File: config.mk
export PLATFORM = sky130hd
export DESIGN_NAME = led_gray_sequencer
export DESIGN_NICKNAME = d
export VERILOG_FILES = /design/src/rtl/led_gray_sequencer.sv
export SDC_FILE = /design/constraint.sdc
export NUM_CORES = 1
export LEC_CHECK = 0
export ABC_AREA = 0
export ABC_CLOCK_PERIOD_IN_PS = 6400
export CORE_MARGIN = 4
export CORE_UTILIZATION = 25
export CTS_CLUSTER_DIAMETER = 200
export DETAILED_ROUTE_END_ITERATION = 8
export SLEW_MARGIN = 25
export SYNTH_ARGS = -nofsm -noshare
export SYNTH_HDL_FRONTEND = slang
export SYNTH_SLANG_ARGS = --single-unit
File: constraint.sdc
create_clock -name S_AXI_ACLK -period 6.4 [get_ports S_AXI_ACLK]
set_clock_uncertainty 0.15 [all_clocks]
set_input_delay 1.28 -clock S_AXI_ACLK [delete_from_list [all_inputs] [get_ports S_AXI_ACLK]]
set_output_delay 1.28 -clock S_AXI_ACLK [all_outputs]
set_load 0.03 [all_outputs]
File: src/rtl/led_gray_sequencer.sv
// LED Gray-code sequencer: turns the AXI-written control byte into a free-running
// Gray count on the LEDs. Optional LED_WRAP_IRQ_EN adds a one-cycle wrap_irq pulse.
module led_gray_sequencer #(
    parameter int unsigned BASE_DIV = 5000000,
    parameter int unsigned CNT_W    = 8
) (
    input  logic             S_AXI_ACLK,
    input  logic             S_AXI_ARESETN,
    input  logic             ctrl_wr,
    input  logic [7:0]       ctrl_data,
    output logic [CNT_W-1:0] led_out,
    output logic [CNT_W-1:0] count_bin,
    output logic             step_tick,
    output logic             wrap_flag,
`ifdef LED_WRAP_IRQ_EN
    output logic             wrap_irq,
`endif
    output logic             busy
);

    localparam int unsigned PER_W  = 32;
    localparam int unsigned RATE_W = 5;

    typedef enum logic {
        S_IDLE = 1'b0,
        S_RUN  = 1'b1
    } state_t;

    state_t             state_q, state_d;
    logic [PER_W-1:0]   presc_q, presc_d;
    logic [PER_W-1:0]   period_q, period_d;
    logic               dir_q, dir_d;
    logic [CNT_W-1:0]   count_d;
    logic [CNT_W-1:0]   led_d;
    logic               wrap_flag_d;
    logic               step_d;
    logic               wrap_step;
    logic               terminal;

    logic               wr_run;
    logic               wr_dir;
    logic               wr_clear;
    logic [RATE_W-1:0]  wr_rate;

    assign wr_run   = ctrl_data[0];
    assign wr_dir   = ctrl_data[1];
    assign wr_clear = ctrl_data[2];
    assign wr_rate  = ctrl_data[7:3];

    assign busy = (state_q == S_RUN);

    // Next-state and datapath; a control write always wins over a pending step
    always_comb begin
        state_d     = state_q;
        presc_d     = presc_q;
        period_d    = period_q;
        dir_d       = dir_q;
        count_d     = count_bin;
        step_d      = 1'b0;
        wrap_step   = 1'b0;
        terminal    = (presc_q == (period_q - PER_W'(1)));

        if (ctrl_wr) begin
            dir_d    = wr_dir;
            period_d = PER_W'(BASE_DIV) * (PER_W'(wr_rate) + PER_W'(1));
            presc_d  = '0;
            state_d  = wr_run ? S_RUN : S_IDLE;
            if (wr_clear) begin
                count_d = '0;
            end
        end else begin
            case (state_q)
                S_IDLE: begin
                    presc_d = '0;
                end
                S_RUN: begin
                    if (terminal) begin
                        presc_d = '0;
                        step_d  = 1'b1;
                        if (dir_q) begin
                            count_d   = count_bin - CNT_W'(1);
                            wrap_step = (count_bin == '0);
                        end else begin
                            count_d   = count_bin + CNT_W'(1);
                            wrap_step = (count_bin == {CNT_W{1'b1}});
                        end
                    end else begin
                        presc_d = presc_q + PER_W'(1);
                    end
                end
                default: begin
                    state_d = S_IDLE;
                end
            endcase
        end

        wrap_flag_d = ctrl_wr ? 1'b0 : (wrap_flag | wrap_step);
        led_d       = count_d ^ (count_d >> 1);
    end

    // All state and outputs update together so LEDs and binary count stay aligned
    always_ff @(posedge S_AXI_ACLK) begin
        if (!S_AXI_ARESETN) begin
            state_q   <= S_IDLE;
            presc_q   <= '0;
            period_q  <= '0;
            dir_q     <= 1'b0;
            count_bin <= '0;
            led_out   <= '0;
            step_tick <= 1'b0;
            wrap_flag <= 1'b0;
        end else begin
            state_q   <= state_d;
            presc_q   <= presc_d;
            period_q  <= period_d;
            dir_q     <= dir_d;
            count_bin <= count_d;
            led_out   <= led_d;
            step_tick <= step_d;
            wrap_flag <= wrap_flag_d;
        end
    end

`ifdef LED_WRAP_IRQ_EN
    always_ff @(posedge S_AXI_ACLK) begin
        if (!S_AXI_ARESETN) begin
            wrap_irq <= 1'b0;
        end else begin
            wrap_irq <= wrap_step;
        end
    end
`endif

endmodule

=== Word-level counts from Yosys, hierarchy flattened ===
Cells that the tools add are included.

* Flip-flop bits (word level): 78
* Output and inout port bits: 19

* Add/subtract/negate cells: 5
* Multipliers: 1
* Equal/unequal tests: 2
* Multiplexer cells: 13
* Bitwise logic cells: 4
* Reduce and logical (&&, ||, !) cells: 3

{| class="wikitable"
|+ Operators by type and width
! kind !! number
|-
| 32-bit case mux with 2 select lines || 1
|-
| 8-bit 2-to-1 mux || 5
|-
| 32-bit by 1-bit adder with 32-bit output, second input constant || 1
|-
| 32-bit equality test || 1
|-
| 32-bit 2-to-1 mux || 1
|-
| 32-bit by 1-bit subtractor with 32-bit output, second input constant || 1
|-
| 17-bit by 6-bit multiplier with 23-bit output, first input constant || 1
|-
| 8-bit by 1-bit adder with 8-bit output, second input constant || 1
|-
| 8-bit equality test, second input constant || 1
|-
| 8-bit logical NOT || 1
|-
| 8-bit by 1-bit subtractor with 8-bit output, second input constant || 1
|-
| 8-bit by 7-bit bitwise XOR with 8-bit output || 1
|-
| 5-bit by 1-bit adder with 6-bit output, second input constant || 1
|-
| 1-bit 2-to-1 mux || 6
|-
| 3-bit OR reduction || 1
|-
| 1-bit inverter || 2
|-
| 2-bit OR reduction || 1
|-
| 1-bit bitwise OR || 1
|}

=== Logic depth before layout (Yosys ltp) ===
Gate-level depths: netlist of the first run.

* Depth after elaboration: 6
* Gate-level depth with buffers: 20
* Depth with buffers taken out: 20

=== Least setup slack after synthesis of the first run ===
No wires, ideal clock.

* Path kind: input port to flip-flop
* Start point: input ctrl_data[3]
* End point: register period_q[28]
* Arrival: 5435 ps
* Data required time: 6133 ps
* Path slack: 699 ps
* Stages: 19
* Cell sequence: ha_1 -> nand3_1 -> xnor2_1 -> ha_1 -> inv_1 -> fa_1 -> fa_1 -> inv_1 -> ha_1 -> a21o_1 -> a21oi_1 -> o21bai_1 -> a21oi_1 -> o21bai_1 -> a211o_1 -> a21oi_1 -> o21bai_1 -> maj3_1 -> a22o_1

* Word-level cells in the longest chain between the ends: 2

{| class="wikitable"
|+ RTL lines
! item !! line !! RTL
|-
| from (decl) || 10 || <nowiki>input logic [7:0] ctrl_data,</nowiki>
|-
| 5-bit by 1-bit adder with 6-bit output || 65 || <nowiki>period_d = PER_W'(BASE_DIV) * (PER_W'(wr_rate) + PER_W'(1));</nowiki>
|-
| 17-bit by 6-bit multiplier with 23-bit output || 65 ||
|-
| to (signal assigned) || 115 || <nowiki>period_q <= period_d;</nowiki>
|-
| to (decl) || 31 || <nowiki>logic [PER_W-1:0] period_q, period_d;</nowiki>
|}

Every way passes these cells.
A chain may end at the register's enable or synchronous reset.

=== Worst setup path after layout of the first run ===
Same ends and word-level chain as after synthesis.

==> flow_summary.yaml, run 1 <==
final_layout:
  multi_input_area_um2: 3780
  final_nets: 769
  final_common_cell: "nor2_1"
  nFillCells: 2293
  final_cell_mix: "nor2_1 (85), dfxtp_1 (74), ha_1 (53)"
  diodes: 0
  layout-drive-gt1-share: 0.05429
  syn_to_final_growth_pct: 16.18
  regArea_um2: 1481
  fin_area_um2: 6441
  stdcell_count: 980
placement:
  portBuffers: 29
  dpl.cell_count: 964
  dpl_worst_slack_ns: 0.1211
  gp_congestion: 0.8053
  place_area_um2: 6168
  dp_hpwl_um: 9888
clock_network:
  cts.sink_count: 74
  cts_resized: 0
  clk_path_buf_depth: 2
  numCtsBuffers: 9
  root_buffer: "clkbuf_16"
  cts_tree: "done"
  clkTransAtPathRegs_ns: 0.06
  clk_latency_ns: 0.34
  hold_buffers: 0
  cts_setup_buffers: 0
  htreeDepth: 3
detailed_routing:
  ant_nets: 0
  dr.pass1.iters: 4
  num_vias: 4552
  wirelength_um: 12400
  drc_errors: 0
  drt_iter0_markers: 353
  wl_per_cell_um: 12.65
  viasPerCell: 4.645
die:
  die_area_um2: 24620
  ioPinCount: 30
  fp.coreArea_um2: 21820
  start_util: 0.2540
  fp.dieW_um: 156.9
  fp-row-count: 54
  die_height_um: 156.9
global_routing:
  grt_use_total: 0.1038
  antenna_found_initial: 0
  gr-total-overflow: 0
  grt_pass1_vias: 4121
  grt_max_degree: 33
  grt_first_pass_wirelength_um: 20800
setup_path:
  path_class: "input port to flip-flop"
  endpoint_kind: "flip-flop"
  crit_fanout: 4
  start_kind: "input port"
  rrSetupSlack_ns: 2.39
  crit_required_ns: 6.48
  critical_path_arrival_ns: 6.01
sta:
  finalHoldViolCount: 0
  slew_viol_final: 0
  finalCritPeriodShare: 0.9267
  setup_viol: 0
  fmax_mhz: 168.6
  worstMarginPinSlew_ns: 0.8895
  fin_tns_setup_ns: 0
  timing.final.ws_setup_ns: 0.4694
  rsz0062_at_grt: "no"
  period_minus_slack_ns: 5.931
  slew_headroom: 0.4070
job:
  cap_violations: 0
yosys:
  syn_avg_cell_area_um2: 8.300
  syn-cell-area_um2: 5544
  synth_edf_count: 0
  seq_area_frac_synth: 0.2672
  async_flop_share: 0
  yosysUniqueCellTypes: 61
  yosys.area.top_type: "dfxtp_1"
  synth-main-ff-cell: "dfxtp_1"
  yosys_warnings: 0
  synth_nets: 742
  synth_area_leaders: "dfxtp_1 (27%), ha_1 (12%), xor2_1 (8.1%)"
  syn_inst: 668
  synth_top_cell_area_share: 0.2672
  ys_seq_elements: 74
worst_hold_path:
  hold_class: "flip-flop to flip-flop"
pwr:
  peakVddDrop_mv: 0.1381
  p_leak_nw: 2.585
  power_density_nw_per_um2: 245.7
status:
  outcome: "completed"
[area by class of cell]
cell class | instances | share of cell area
well taps | 280 | 0.05439
repair buffers | 40 | 0.05789
clock buffers | 11 | 0.03768
flip-flops and latches | 74 | 0.2300
multi-input cells | 521 | 0.5868
inverters | 49 | 0.02855
clock inverters | 5 | 0.004662
[final timing paths]
path	depth (start not counted)	endpoint	startpoint
setup / recovery	21	period_q[28]	ctrl_data[3]
hold / removal	1	presc_q[0]	presc_q[0]
setup reg to reg	12	led_out[6]	period_q[6]
hold reg to reg	1	presc_q[0]	presc_q[0]
[synthesized netlist by cell type (all sizes together) (2+ instances only)]
master	n
xor2	51
or4	4
o21a	4
fa	10
clkbuf	19
o21bai	4
o211ai	6
a22oi	2
a211oi	6
dfxtp	74
and3	7
nor4	6
nor3	9
nor3b	5
nand2b	5
mux2i	10
or2	2
a31oi	11
nor2	85
o21ai	28
xnor2	43
a211o	3
and4b	2
or3	8
nor4b	5
a21o	9
nand2	37
nand4b	2
a2111oi	3
a21oi	28
buf	5
nor2b	2
nand3b	2
and4	2
ha	53
and2	8
o31ai	6
nand4	19
nand3	23
inv	48
[sequential cells by signal (all words and copies together), names as in the netlist]
register	flops
period_q	23
count_bin	7
presc_q	32
dir_q	1
busy	1
step_tick	1
led_out	8
wrap_flag	1
[report_power, final]
group | switching [mW] | leakage [nW] | internal, mW | total [mW]
Combinational | 0.316 | 1.85 | 0.252 | 0.567
Clock | 0.189 | 0.131 | 0.271 | 0.460
Sequential | 0.0591 | 0.603 | 0.496 | 0.555
Total | 0.564 | 2.59 | 1.02 | 1.58
[logic make-up (layout without fill, tap and decap cells)]
group                    count (synthesis)  count (layout)  synth area share
AND/OR/NAND/NOR                        235             235            0.2171
AO/OA/AOI/OAI                          116             116            0.1379
XOR/XNOR                                94              94            0.1485
flip-flops                              74              74            0.2672
buffers and inverters                   73             105           0.05100
adder cells (fa/ha/maj)                 64              64            0.1575
multiplexers                            11              11           0.02009
other                                    1               1         0.0006764
[critical path, cell delays in order]
cell and delay (ns):
clkdlybuf4s50_1 0.51, inv_1 0.07, ha_1 0.30, inv_1 0.06
ha_1 0.31, ha_1 0.30, inv_1 0.05, fa_1 0.49
inv_1 0.04, ha_1 0.21, fa_1 0.41, a21o_1 0.20
a21oi_1 0.21, o21bai_1 0.10, a21oi_1 0.22, o21bai_1 0.11
a211o_1 0.32, a21oi_1 0.14, o21bai_1 0.11, maj3_1 0.35
a22o_1 0.19
[through the flow]
stage	power (mW)	hold slack [ns]	utilization
2_1_floorplan	0.9877	0.2802	-
3_3_place_gp	1.127	0.2976	0.2827
3_5_place_dp	1.132	0.3072	0.2827
4_1_cts	1.596	0.3204	0.2952
5_1_grt	1.693	0.3573	0.2952
6_report	1.582	0.3142	0.2952
[routing by layer]
metal / part of all wire / track usage
met1: 0.51 / 0.1476
met2: 0.45 / 0.1599
met3: 0.029 / 0.01897
met4: 0.016 / 0.03223
met5: 0 / 0
(Power assumes the default switching activity.)
==> inputs of run 2 (changes only) <==
--- a/config.mk
+++ b/config.mk
@@ -11,7 +11,6 @@
 export CORE_UTILIZATION = 25
 export CTS_CLUSTER_DIAMETER = 200
 export DETAILED_ROUTE_END_ITERATION = 8
-export SLEW_MARGIN = 25
 export SYNTH_ARGS = -nofsm -noshare
 export SYNTH_HDL_FRONTEND = slang
 export SYNTH_SLANG_ARGS = --single-unit
==> results of run 2 <==
Same layout as run 1: the final DEF is identical, and so are final timing and power.
==> inputs of run 3 (changes only) <==
--- a/config.mk
+++ b/config.mk
@@ -11,6 +11,7 @@
 export CORE_UTILIZATION = 25
 export CTS_CLUSTER_DIAMETER = 200
 export DETAILED_ROUTE_END_ITERATION = 8
+export REMOVE_ABC_BUFFERS = 1
 export SYNTH_ARGS = -nofsm -noshare
 export SYNTH_HDL_FRONTEND = slang
 export SYNTH_SLANG_ARGS = --single-unit
==> flow_summary.yaml, run 3 (same netlist as run 1, synthesis figures left out) <==
status:
  outcome: "completed"
sta:
  worstMarginPinSlew_ns: 0.8168
  rsz0062_at_grt: "no"
  period_minus_slack_ns: 5.923
  slew_viol_final: 0
  setup_viol: 0
  finalCritPeriodShare: 0.9255
  finalHoldViolCount: 0
  slew_headroom: 0.4549
  fin_tns_setup_ns: 0
  fmax_mhz: 168.8
worst_hold_path:
  min_path_cells: 1
  min-delay-start: "presc_q[0]"
  hold_path_end: "presc_q[0]"
  hold_class: "flip-flop to flip-flop"
die:
  die_height_um: 156.9
  fp.dieW_um: 156.9
  ioPinCount: 30
  fp-row-count: 54
  die_area_um2: 24620
  fp.coreArea_um2: 21820
  start_util: 0.2540
clock_network:
  htreeDepth: 3
  root_buffer: "clkbuf_16"
  cts_setup_buffers: 0
  hold_buffers: 0
  clk_latency_ns: 0.34
  numCtsBuffers: 9
  clk_path_buf_depth: 2
  cts_tree: "done"
  cts.sink_count: 74
  clkTransAtPathRegs_ns: 0.06
  cts_resized: 0
pwr:
  p_leak_nw: 2.581
  power_density_nw_per_um2: 244.8
  peakVddDrop_mv: 0.1438
setup_path:
  start_kind: "input port"
  path_class: "input port to flip-flop"
  rrSetupSlack_ns: 2.59
  critical_path_arrival_ns: 6.00
  r2r_cells: 12
  endpoint_kind: "flip-flop"
  crit_path_max_incr_delay_ns: 0.51
  critical_path.top_delay_family: "adder cells"
  crit_required_ns: 6.48
  cp_cell_sequence: "clkdlybuf4s50_1 -> ha_1 -> xor2_1 -> ha_1 -> ha_1 -> inv_1 -> fa_1 -> inv_1 -> ha_1 -> fa_1 -> a21o_1 -> a21oi_1 -> o21bai_1 -> a21oi_1 -> o21bai_1 -> a211o_1 -> a21oi_1 -> o21bai_1 -> maj3_1 -> a22o_1"
  crit_top_cell: "ha_1"
  r2r_start: "period_q[6]"
  cp.buffers_inverters: 3
  crit_fanout: 4
  slowest_stage: "clkdlybuf4s50_1"
  r2r_end: "led_out[1]"
final_layout:
  syn_to_final_growth_pct: 15.96
  final_nets: 769
  final_cell_mix: "nor2_1 (85), dfxtp_1 (74), ha_1 (53)"
  nFillCells: 2316
  stdcell_count: 978
  largest_register_ffs: 32
  diodes: 0
  layout-drive-gt1-share: 0.05158
  largest-register: "presc_q"
  reg_top3: "presc_q: 32 flops, period_q: 23 flops, led_out: 8 flops"
  final_common_cell: "nor2_1"
placement:
  dpl.cell_count: 964
  gp_congestion: 0.8216
  dp_hpwl_um: 9615
  portBuffers: 29
global_routing:
  globalRouteMet3Util: 0.02172
  gr-total-overflow: 0
  grt_use_total: 0.1047
  use_met1: 0.1445
  grt.busiest_layer: "met2"
  grt_pass1_vias: 4250
  grt_first_pass_wirelength_um: 20950
  antenna_found_initial: 0
  use_met2: 0.1660
  grt_max_degree: 33
detailed_routing:
  ant_nets: 0
  num_vias: 4488
  drt_iter0_markers: 295
  viasPerCell: 4.589
  dr.pass1.iters: 4
  drc_errors: 0
  wirelength_um: 12340
  wl_per_cell_um: 12.62
job:
  cap_violations: 0
run 3: changes by cell type in the layout (fill, tap and decap cells not counted), sizes merged:
cell and delta:
clkinv -1, clkinvlp -1
run 3: power by group:
part           internal, mW  leakage [nW]  total [mW]  switching, mW
logic                 0.251          1.85       0.567          0.316
registers             0.496         0.603       0.552         0.0562
clock network         0.267         0.127       0.455          0.188
run 3: area by class of cell:
class | count | area, um^2 | share of cell area
clock buffers | 11 | 242.7 | 0.03776
clock inverters | 3 | 17.52 | 0.002725
inverters | 49 | 183.9 | 0.02861
multi-input cells | 521 | 3780 | 0.5880
flip-flops and latches | 74 | 1481 | 0.2304
well taps | 280 | 350.3 | 0.05450
repair buffers | 40 | 372.9 | 0.05800
run 3: worst max path at each step:
stage	start	slack (ns)	endpoint	cells past startpoint
final	ctrl_data[3]	0.48	period_q[28]	20
after floorplan	ctrl_data[3]	0.70	period_q[28]	19
after global routing	ctrl_data[3]	0.08	period_q[28]	20
after CTS	ctrl_data[3]	0.48	period_q[28]	20
after detailed placement	ctrl_data[3]	0.12	period_q[28]	20
after global placement	ctrl_data[3]	0.21	period_q[28]	21
run 3: routing by layer:
metal	share of wire	vias to the layer above
li1	-	2372
met5	0	-
met1	0.51	2046
met2	0.44	59
met3	0.041	11
met4	0.013	0
run 3: metrics by stage:
step                      hold WS, ns  utilization  worst slack, ns  instance area (um^2)  total power [mW]
after global routing           0.3224       0.2946          0.07828                  6429             1.703
after global placement         0.2968       0.2827           0.2131                  6168             1.118
after floorplan                0.2802            -           0.6986                  5445            0.9812
final                          0.3123       0.2946           0.4769                  6429             1.574
after detailed placement       0.3028       0.2827           0.1192                  6168             1.127
after CTS                      0.3163       0.2946           0.4808                  6429             1.597
